===== config.mk =====
export PLATFORM = sky130hd
export DESIGN_NAME = cpu_fetch_queue
export DESIGN_NICKNAME = d
export VERILOG_FILES = /design/src/rtl/cpu_fetch_queue.sv
export SDC_FILE = /design/constraint.sdc
export NUM_CORES = 1
export LEC_CHECK = 0
export ABC_AREA = 0
export BUFFER_PORTS_ARGS = -buffer_cell sky130_fd_sc_hd__buf_4
export CAP_MARGIN = 5
export CORE_MARGIN = 8
export CORE_UTILIZATION = 60
export CTS_CLUSTER_SIZE = 30
export DETAILED_ROUTE_END_ITERATION = 8
export MAX_ROUTING_LAYER = met4
export PLACE_DENSITY_LB_ADDON = 0.2
export SETUP_SLACK_MARGIN = 0.05
export SYNTH_ARGS = -nofsm -noshare
export SYNTH_HDL_FRONTEND = slang
export SYNTH_SLANG_ARGS = --single-unit

===== constraint.sdc =====
create_clock -name i_clock -period 5.35 [get_ports i_clock]
set_input_delay 1.07 -clock i_clock [delete_from_list [all_inputs] [get_ports i_clock]]
set_output_delay 1.07 -clock i_clock [all_outputs]
set_load 0.03 [all_outputs]

===== src/rtl/cpu_fetch_queue.sv =====
// cpu_fetch_queue
//   Prefetching instruction fetch unit. It issues sequential word fetches on the
//   CPU bus and buffers {pc, instruction} pairs in a DEPTH-entry queue. Decode
//   takes pairs through a valid/accept handshake, so bus latency and decode
//   stalls are decoupled from each other. A redirect (i_flush) empties the queue
//   and retargets fetching. If a bus transfer is still outstanding at that
//   point, it is allowed to complete and its word is thrown away.
//
// Parameters
//   RESET_VECTOR  first fetch address after reset
//   DEPTH         queue entries (power of two, >= 2)
//   PC_STEP       byte increment between sequential fetches
//
// Ports
//   i_clock         clock
//   i_reset         synchronous, active-high reset
//   o_request       bus request, held until i_ready is sampled high
//   i_ready         bus completion, i_data valid in the same cycle
//   o_address       fetch address, stable while o_request=1
//   i_data          instruction word from the bus
//   o_valid         head entry valid (queue not empty)
//   i_accept        decode consumes the head entry when o_valid=1
//   o_instruction   head entry instruction
//   o_pc            head entry pc
//   i_flush         redirect: discard queue and in-flight word
//   i_flush_pc      new fetch address, sampled with i_flush
//   o_stat_fetched  words pushed into the queue
//   o_stat_dropped  words discarded by flushes
//
// Build option
//   CPU_FETCH_STATS_EN  when defined, builds the two statistics counters.
//                       When it is not defined, both stat ports are tied to 0.

module cpu_fetch_queue #(
  parameter logic [31:0] RESET_VECTOR = 32'h0000_0000,
  parameter int          DEPTH        = 4,
  parameter logic [31:0] PC_STEP      = 32'd4
) (
  input  logic        i_clock,
  input  logic        i_reset,
  output logic        o_request,
  input  logic        i_ready,
  output logic [31:0] o_address,
  input  logic [31:0] i_data,
  output logic        o_valid,
  input  logic        i_accept,
  output logic [31:0] o_instruction,
  output logic [31:0] o_pc,
  input  logic        i_flush,
  input  logic [31:0] i_flush_pc,
  output logic [31:0] o_stat_fetched,
  output logic [31:0] o_stat_dropped
);

  localparam int AW = $clog2(DEPTH);
  localparam int CW = AW + 1;
  localparam logic [CW-1:0] FULL_C = CW'(DEPTH);
  localparam logic [CW-1:0] LAST_C = CW'(DEPTH - 1);

  typedef enum logic [1:0] {
    S_IDLE  = 2'd0,
    S_FETCH = 2'd1,
    S_DRAIN = 2'd2
  } state_t;

  state_t        r_state;
  state_t        w_state_next;

  logic [31:0]   r_fetch_pc;
  logic [31:0]   r_stale_addr;
  logic [CW-1:0] r_count;
  logic [AW-1:0] r_wr_ptr;
  logic [AW-1:0] r_rd_ptr;
  logic [31:0]   r_mem_pc   [DEPTH];
  logic [31:0]   r_mem_data [DEPTH];

  logic          w_push;
  logic          w_pop;

  // ---------------------------------------------------------------------------
  // FSM state register
  // ---------------------------------------------------------------------------
  always_ff @(posedge i_clock) begin
    if (i_reset) begin
      r_state <= S_IDLE;
    end else begin
      r_state <= w_state_next;
    end
  end

  // ---------------------------------------------------------------------------
  // FSM next state / outputs
  // ---------------------------------------------------------------------------
  always_comb begin
    w_state_next = r_state;
    o_request    = 1'b0;
    w_push       = 1'b0;
    case (r_state)
      S_IDLE: begin
        if (i_flush || (r_count < FULL_C)) begin
          w_state_next = S_FETCH;
        end
      end
      S_FETCH: begin
        o_request = 1'b1;
        if (i_ready) begin
          if (i_flush) begin
            // The returning word belongs to the old stream. Drop it and
            // restart immediately at the flush target.
            w_state_next = S_FETCH;
          end else begin
            w_push = 1'b1;
            // Decide on the registered count plus this push. A pop in the
            // same cycle deliberately does not buy an extra issue.
            w_state_next = (r_count < LAST_C) ? S_FETCH : S_IDLE;
          end
        end else if (i_flush) begin
          // The bus transfer cannot be aborted. Wait it out on the stale address.
          w_state_next = S_DRAIN;
        end
      end
      S_DRAIN: begin
        o_request = 1'b1;
        if (i_ready) begin
          w_state_next = S_FETCH;
        end
      end
      default: begin
        w_state_next = S_IDLE;
      end
    endcase
  end

  assign o_valid       = (r_count != '0);
  assign w_pop         = o_valid & i_accept & ~i_flush;
  assign o_address     = (r_state == S_DRAIN) ? r_stale_addr : r_fetch_pc;
  assign o_pc          = r_mem_pc[r_rd_ptr];
  assign o_instruction = r_mem_data[r_rd_ptr];

  // ---------------------------------------------------------------------------
  // Queue pointers, occupancy, fetch pc
  // ---------------------------------------------------------------------------
  always_ff @(posedge i_clock) begin
    if (i_reset) begin
      r_fetch_pc   <= RESET_VECTOR;
      r_stale_addr <= RESET_VECTOR;
      r_count      <= '0;
      r_wr_ptr     <= '0;
      r_rd_ptr     <= '0;
    end else if (i_flush) begin
      r_count    <= '0;
      r_wr_ptr   <= '0;
      r_rd_ptr   <= '0;
      r_fetch_pc <= i_flush_pc;
      // Keep presenting the in-flight address while draining. A second flush
      // during the drain only retargets r_fetch_pc.
      if (r_state == S_FETCH) begin
        r_stale_addr <= r_fetch_pc;
      end
    end else begin
      if (w_push) begin
        r_wr_ptr   <= r_wr_ptr + AW'(1);
        r_fetch_pc <= r_fetch_pc + PC_STEP;
      end
      if (w_pop) begin
        r_rd_ptr <= r_rd_ptr + AW'(1);
      end
      if (w_push && !w_pop) begin
        r_count <= r_count + CW'(1);
      end else if (!w_push && w_pop) begin
        r_count <= r_count - CW'(1);
      end
    end
  end

  // Queue storage. The write address is the address currently on the bus.
  always_ff @(posedge i_clock) begin
    if (w_push) begin
      r_mem_pc[r_wr_ptr]   <= r_fetch_pc;
      r_mem_data[r_wr_ptr] <= i_data;
    end
  end

  // ---------------------------------------------------------------------------
  // Optional statistics
  // ---------------------------------------------------------------------------
`ifdef CPU_FETCH_STATS_EN
  logic [31:0] r_stat_fetched;
  logic [31:0] r_stat_dropped;
  logic        w_inflight_drop;
  logic [31:0] w_drop_inc;

  // A completing transfer is discarded when it returns during a drain, or
  // when it returns in the same cycle as a flush.
  assign w_inflight_drop = i_ready &
                           (((r_state == S_FETCH) & i_flush) | (r_state == S_DRAIN));
  assign w_drop_inc      = (i_flush ? 32'(r_count) : 32'd0) +
                           (w_inflight_drop ? 32'd1 : 32'd0);

  always_ff @(posedge i_clock) begin
    if (i_reset) begin
      r_stat_fetched <= '0;
      r_stat_dropped <= '0;
    end else begin
      r_stat_fetched <= r_stat_fetched + {31'd0, w_push};
      r_stat_dropped <= r_stat_dropped + w_drop_inc;
    end
  end

  assign o_stat_fetched = r_stat_fetched;
  assign o_stat_dropped = r_stat_dropped;
`else
  assign o_stat_fetched = 32'd0;
  assign o_stat_dropped = 32'd0;
`endif

endmodule


==> metrics.md <==
| Metric | Value |
|---|---|
| Result of the run | `completed` |
| Vias in the first global route | `8160` |
| Total power per unit cell area | `354 nW/um2` |
| HPWL reported at the end of detailed placement | `17.8 mm` |
| Clock sinks | `331` |
| Number of standard cells in the layout, taps in and fillers out | `1353` |
| Series of cell instances along the critical path | `buf_4 -> mux4_2 -> buf_4` |
| Final wirelength | `29.1 mm` |
| Post-synth design cell area | `13700 um2` |
| Tot GR Track Use | `21.4%` |
| Final estimated routing congestion in global placement | `0.777` |
| Category of the worst setup path launch point | `flip-flop` |
| RSZ-0062 raised after global routing | `false` |
| Transition time at the pin with the least slew margin | `1.02 ns` |
| Count of different cell masters after synthesis | `51` |
| Port Buf Inserts | `166` |
| Routed WL per cell | `21.5 um` |
| H-tree level count | `2` |
| Relative area change from synthesis to final layout | `16.9%` |
| Worst-path maximum fanout | `42` |
| Detailed Routing Iterations Pass 1 | `5` |
| Final worst hold slack | `0.452 ns` |
| Type of the worst setup path | `flip-flop to output pin` |
| CP max stage delay | `0.90 ns` |
| Worst vdd rail ir drop | `0.244 mV` |
| Worst path most repeated cell | `sky130_fd_sc_hd__buf_4` |
| Worst min-delay path category | `flip-flop to flip-flop` |
| Category of the worst setup path capture point | `output pin` |
| Number of instances in the synthesized netlist | `889` |
| Cell at the slowest stage of the critical path | `sky130_fd_sc_hd__dfxtp_4` |
| Final antenna diode count | `0` |
| Cells resized by post-CTS repair | `0` |
| Post-DP Area | `14800 um2` |
| Count of standard-cell rows | `55` |
| Iter 0 DRT Violations | `523` |
| Max-capacitance violation count | `0` |
| Number of vias per cell after detailed routing | `5.74` |
| Final core occ | `71.0%` |
| Clock buffer count from CTS | `36` |
| Total count of max-transition violations in the final report | `0` |
| Starting density of the core | `60.7%` |
| Synthesis Warnings | `0` |
| Largest net degree at the start of global routing | `71` |
| Total of endpoints with negative setup slack in the final report | `0` |
| Leakage power total | `5.58 nW` |
| Die H | `167 um` |
| Number of flip-flops and latches in the synthesized netlist | `331` |
| WP data required | `4.28 ns` |
| Root Buffer Master | `sky130_fd_sc_hd__clkbuf_16` |
| Post-CTS clock slew at the launch and capture registers of the worst setup and hold paths | `0.06 ns` |
| Die footprint | `27800 um2` |
| Area of the core | `22500 um2` |
| Crit path arrival time | `2.62 ns` |
| Number of remaining DRC errors | `0` |
| First-pass GRT wire length | `45.8 mm` |
| Postcts setup bufs | `0` |
| Final critical-path required period | `3.69 ns` |
| Number of placed I/O pins | `231` |
| Final Cycle Share | `68.9%` |
| Max transition margin | `31.9%` |
| Share of post-route cells with drive strength above 1 | `30.4%` |
| Detail Route Antenna Nets | `0` |
| Register area share after synthesis | `67.3%` |
| Total number of vias | `7770` |
| Setup tns final | `0 ns` |
| Final instance area | `16000 um2` |
| Clk buf depth | `3` |
| Sum of overflow across all layers after global routing | `0` |
| CTS tree | `yes` |
| Later-pin clock latency in the skew report | `0.50 ns` |
| Net count, final | `1122` |
| DIE WIDTH | `167 um` |
| Number of antenna violations at the first check in global routing | `0` |
| Commonest non-fill, non-tap cells in the layout | `256 x sky130_fd_sc_hd__edfxtp_1, 171 x sky130_fd_sc_hd__buf_4, 89 x sky130_fd_sc_hd__nand2_1` |
| Post-placement cell count | `1289` |
| Max frequency | `0.271 GHz` |
| Reg-to-reg slack, setup | `2.56 ns` |
| Number of hold violations in the final report | `0` |
| Number of hold-repair buffers added at the cts stage | `0` |
| Commonest non-fill, non-tap cell in the layout | `sky130_fd_sc_hd__edfxtp_1` |
| Final Skew | `0.0121 ns` |
| Average size of a mapped cell | `15.4 um2` |
through the flow:
step	setup slack (ns)	power (W)
floorplan	1.75	0.00325
global route	1.44	0.00583
detailed placement	2.07	0.00338
CTS	1.54	0.00569
global placement	2.08	0.00338
finish	1.66	0.00566
state kept, by name (all words and copies together) (netlist names), named ones only:
| register | flops |
|---|---|
| r_rd_ptr | 2 |
| r_stale_addr | 32 |
| r_mem_pc | 128 |
| r_mem_data | 128 |
| r_count | 3 |
| r_state | 2 |
| r_fetch_pc | 32 |
| r_wr_ptr | 2 |
kinds of logic after synthesis:
logic type / after synthesis / share of synthesized area, %
xor gates and xnor gates: 15 / 0.962
and+or+nand+nor: 199 / 7.12
adders and majority gates: 11 / 1.06
DFF: 331 / 67.3
muxes: 97 / 13.2
buffers and inverters: 134 / 5.60
AOI/OAI and AO/OA: 101 / 4.72
other: 1 / 0.0275
path summary, 6_finish.rpt:
check / startpoint / endpoint / depth (start not counted)
worst max-delay path: flip-flop / o_pc[13] / 3
worst min-delay path: r_stale_addr[10] / r_stale_addr[10] / 2
worst max register to register: r_fetch_pc[3] / r_fetch_pc[28] / 5
worst min register to register: r_stale_addr[10] / r_stale_addr[10] / 2
worst max-delay path, delay by kind of cell, from the launching register on:
kind                   cells  cell delay [ns]
muxes                      1             0.57
DFF                        1             0.90
buffers and inverters      2             0.63
layer usage:
metal	part of all wire, %	vias to the layer above	wire [um]	global-route usage [%]
li1	-	3588	-	-
met4	1.9	0	541	5.68
met2	49	273	14200	34.8
met3	6.9	41	2000	4.37
met1	42	3868	12300	27.3
met5	0	-	0	-
final cells by class:
type	instances	area (um2)
Multi-Input combinational cell	487	3950
Sequential cell	331	9200
Inverter	15	56.3
Clock buffer	55	1040
Tap cell	285	357
Clock inverter	9	76.3
Fill cell	1482	6540
Timing Repair Buffer	171	1280
report_power, final:
| group | switching (W) | internal [W] | total (W) |
|---|---|---|---|
| Combinational | 0.000288 | 0.000159 | 0.000448 |
| Clock | 0.000932 | 0.00139 | 0.00233 |
| Sequential | 0.0000627 | 0.00282 | 0.00288 |
| Total | 0.00128 | 0.00437 | 0.00566 |
synthesized netlist by cell type (all sizes together):
library cell,count,area (um2)
a2111oi,1,8.76
nor3b,1,7.51
nor4bb,1,10.0
nand3,15,75.1
mux4,64,1440
xor2,12,105
a311oi,10,87.6
a211oi,9,67.6
o31a,4,35.0
a2111o,1,11.3
a31oi,3,18.8
o31ai,5,37.5
and3,3,18.8
edfxtp,256,7690
buf,83,571
conb,1,3.75
and2,9,56.3
ha,10,125
o311a,2,20.0
mux2,29,327
clkbuf,36,138
o21ai,13,65.1
o21bai,2,15.0
a221oi,1,8.76
nor2,32,120
xnor2,3,26.3
and4,10,90.1
nand2b,2,12.5
or3,8,50.1
nor4,5,31.3
or2,1,6.26
a31o,1,8.76
nor3,1,5.00
o311ai,2,17.5
or4,6,48.8
inv,15,56.3
a21oi,44,220
dfxtp,75,1500
nor2b,1,6.26
nand2,89,334
nand4,15,100
mux2i,4,40.0
o21a,2,15.0
o211ai,1,7.51
fa,1,20.0
Note: power is estimated with default switching activity, not from simulation.
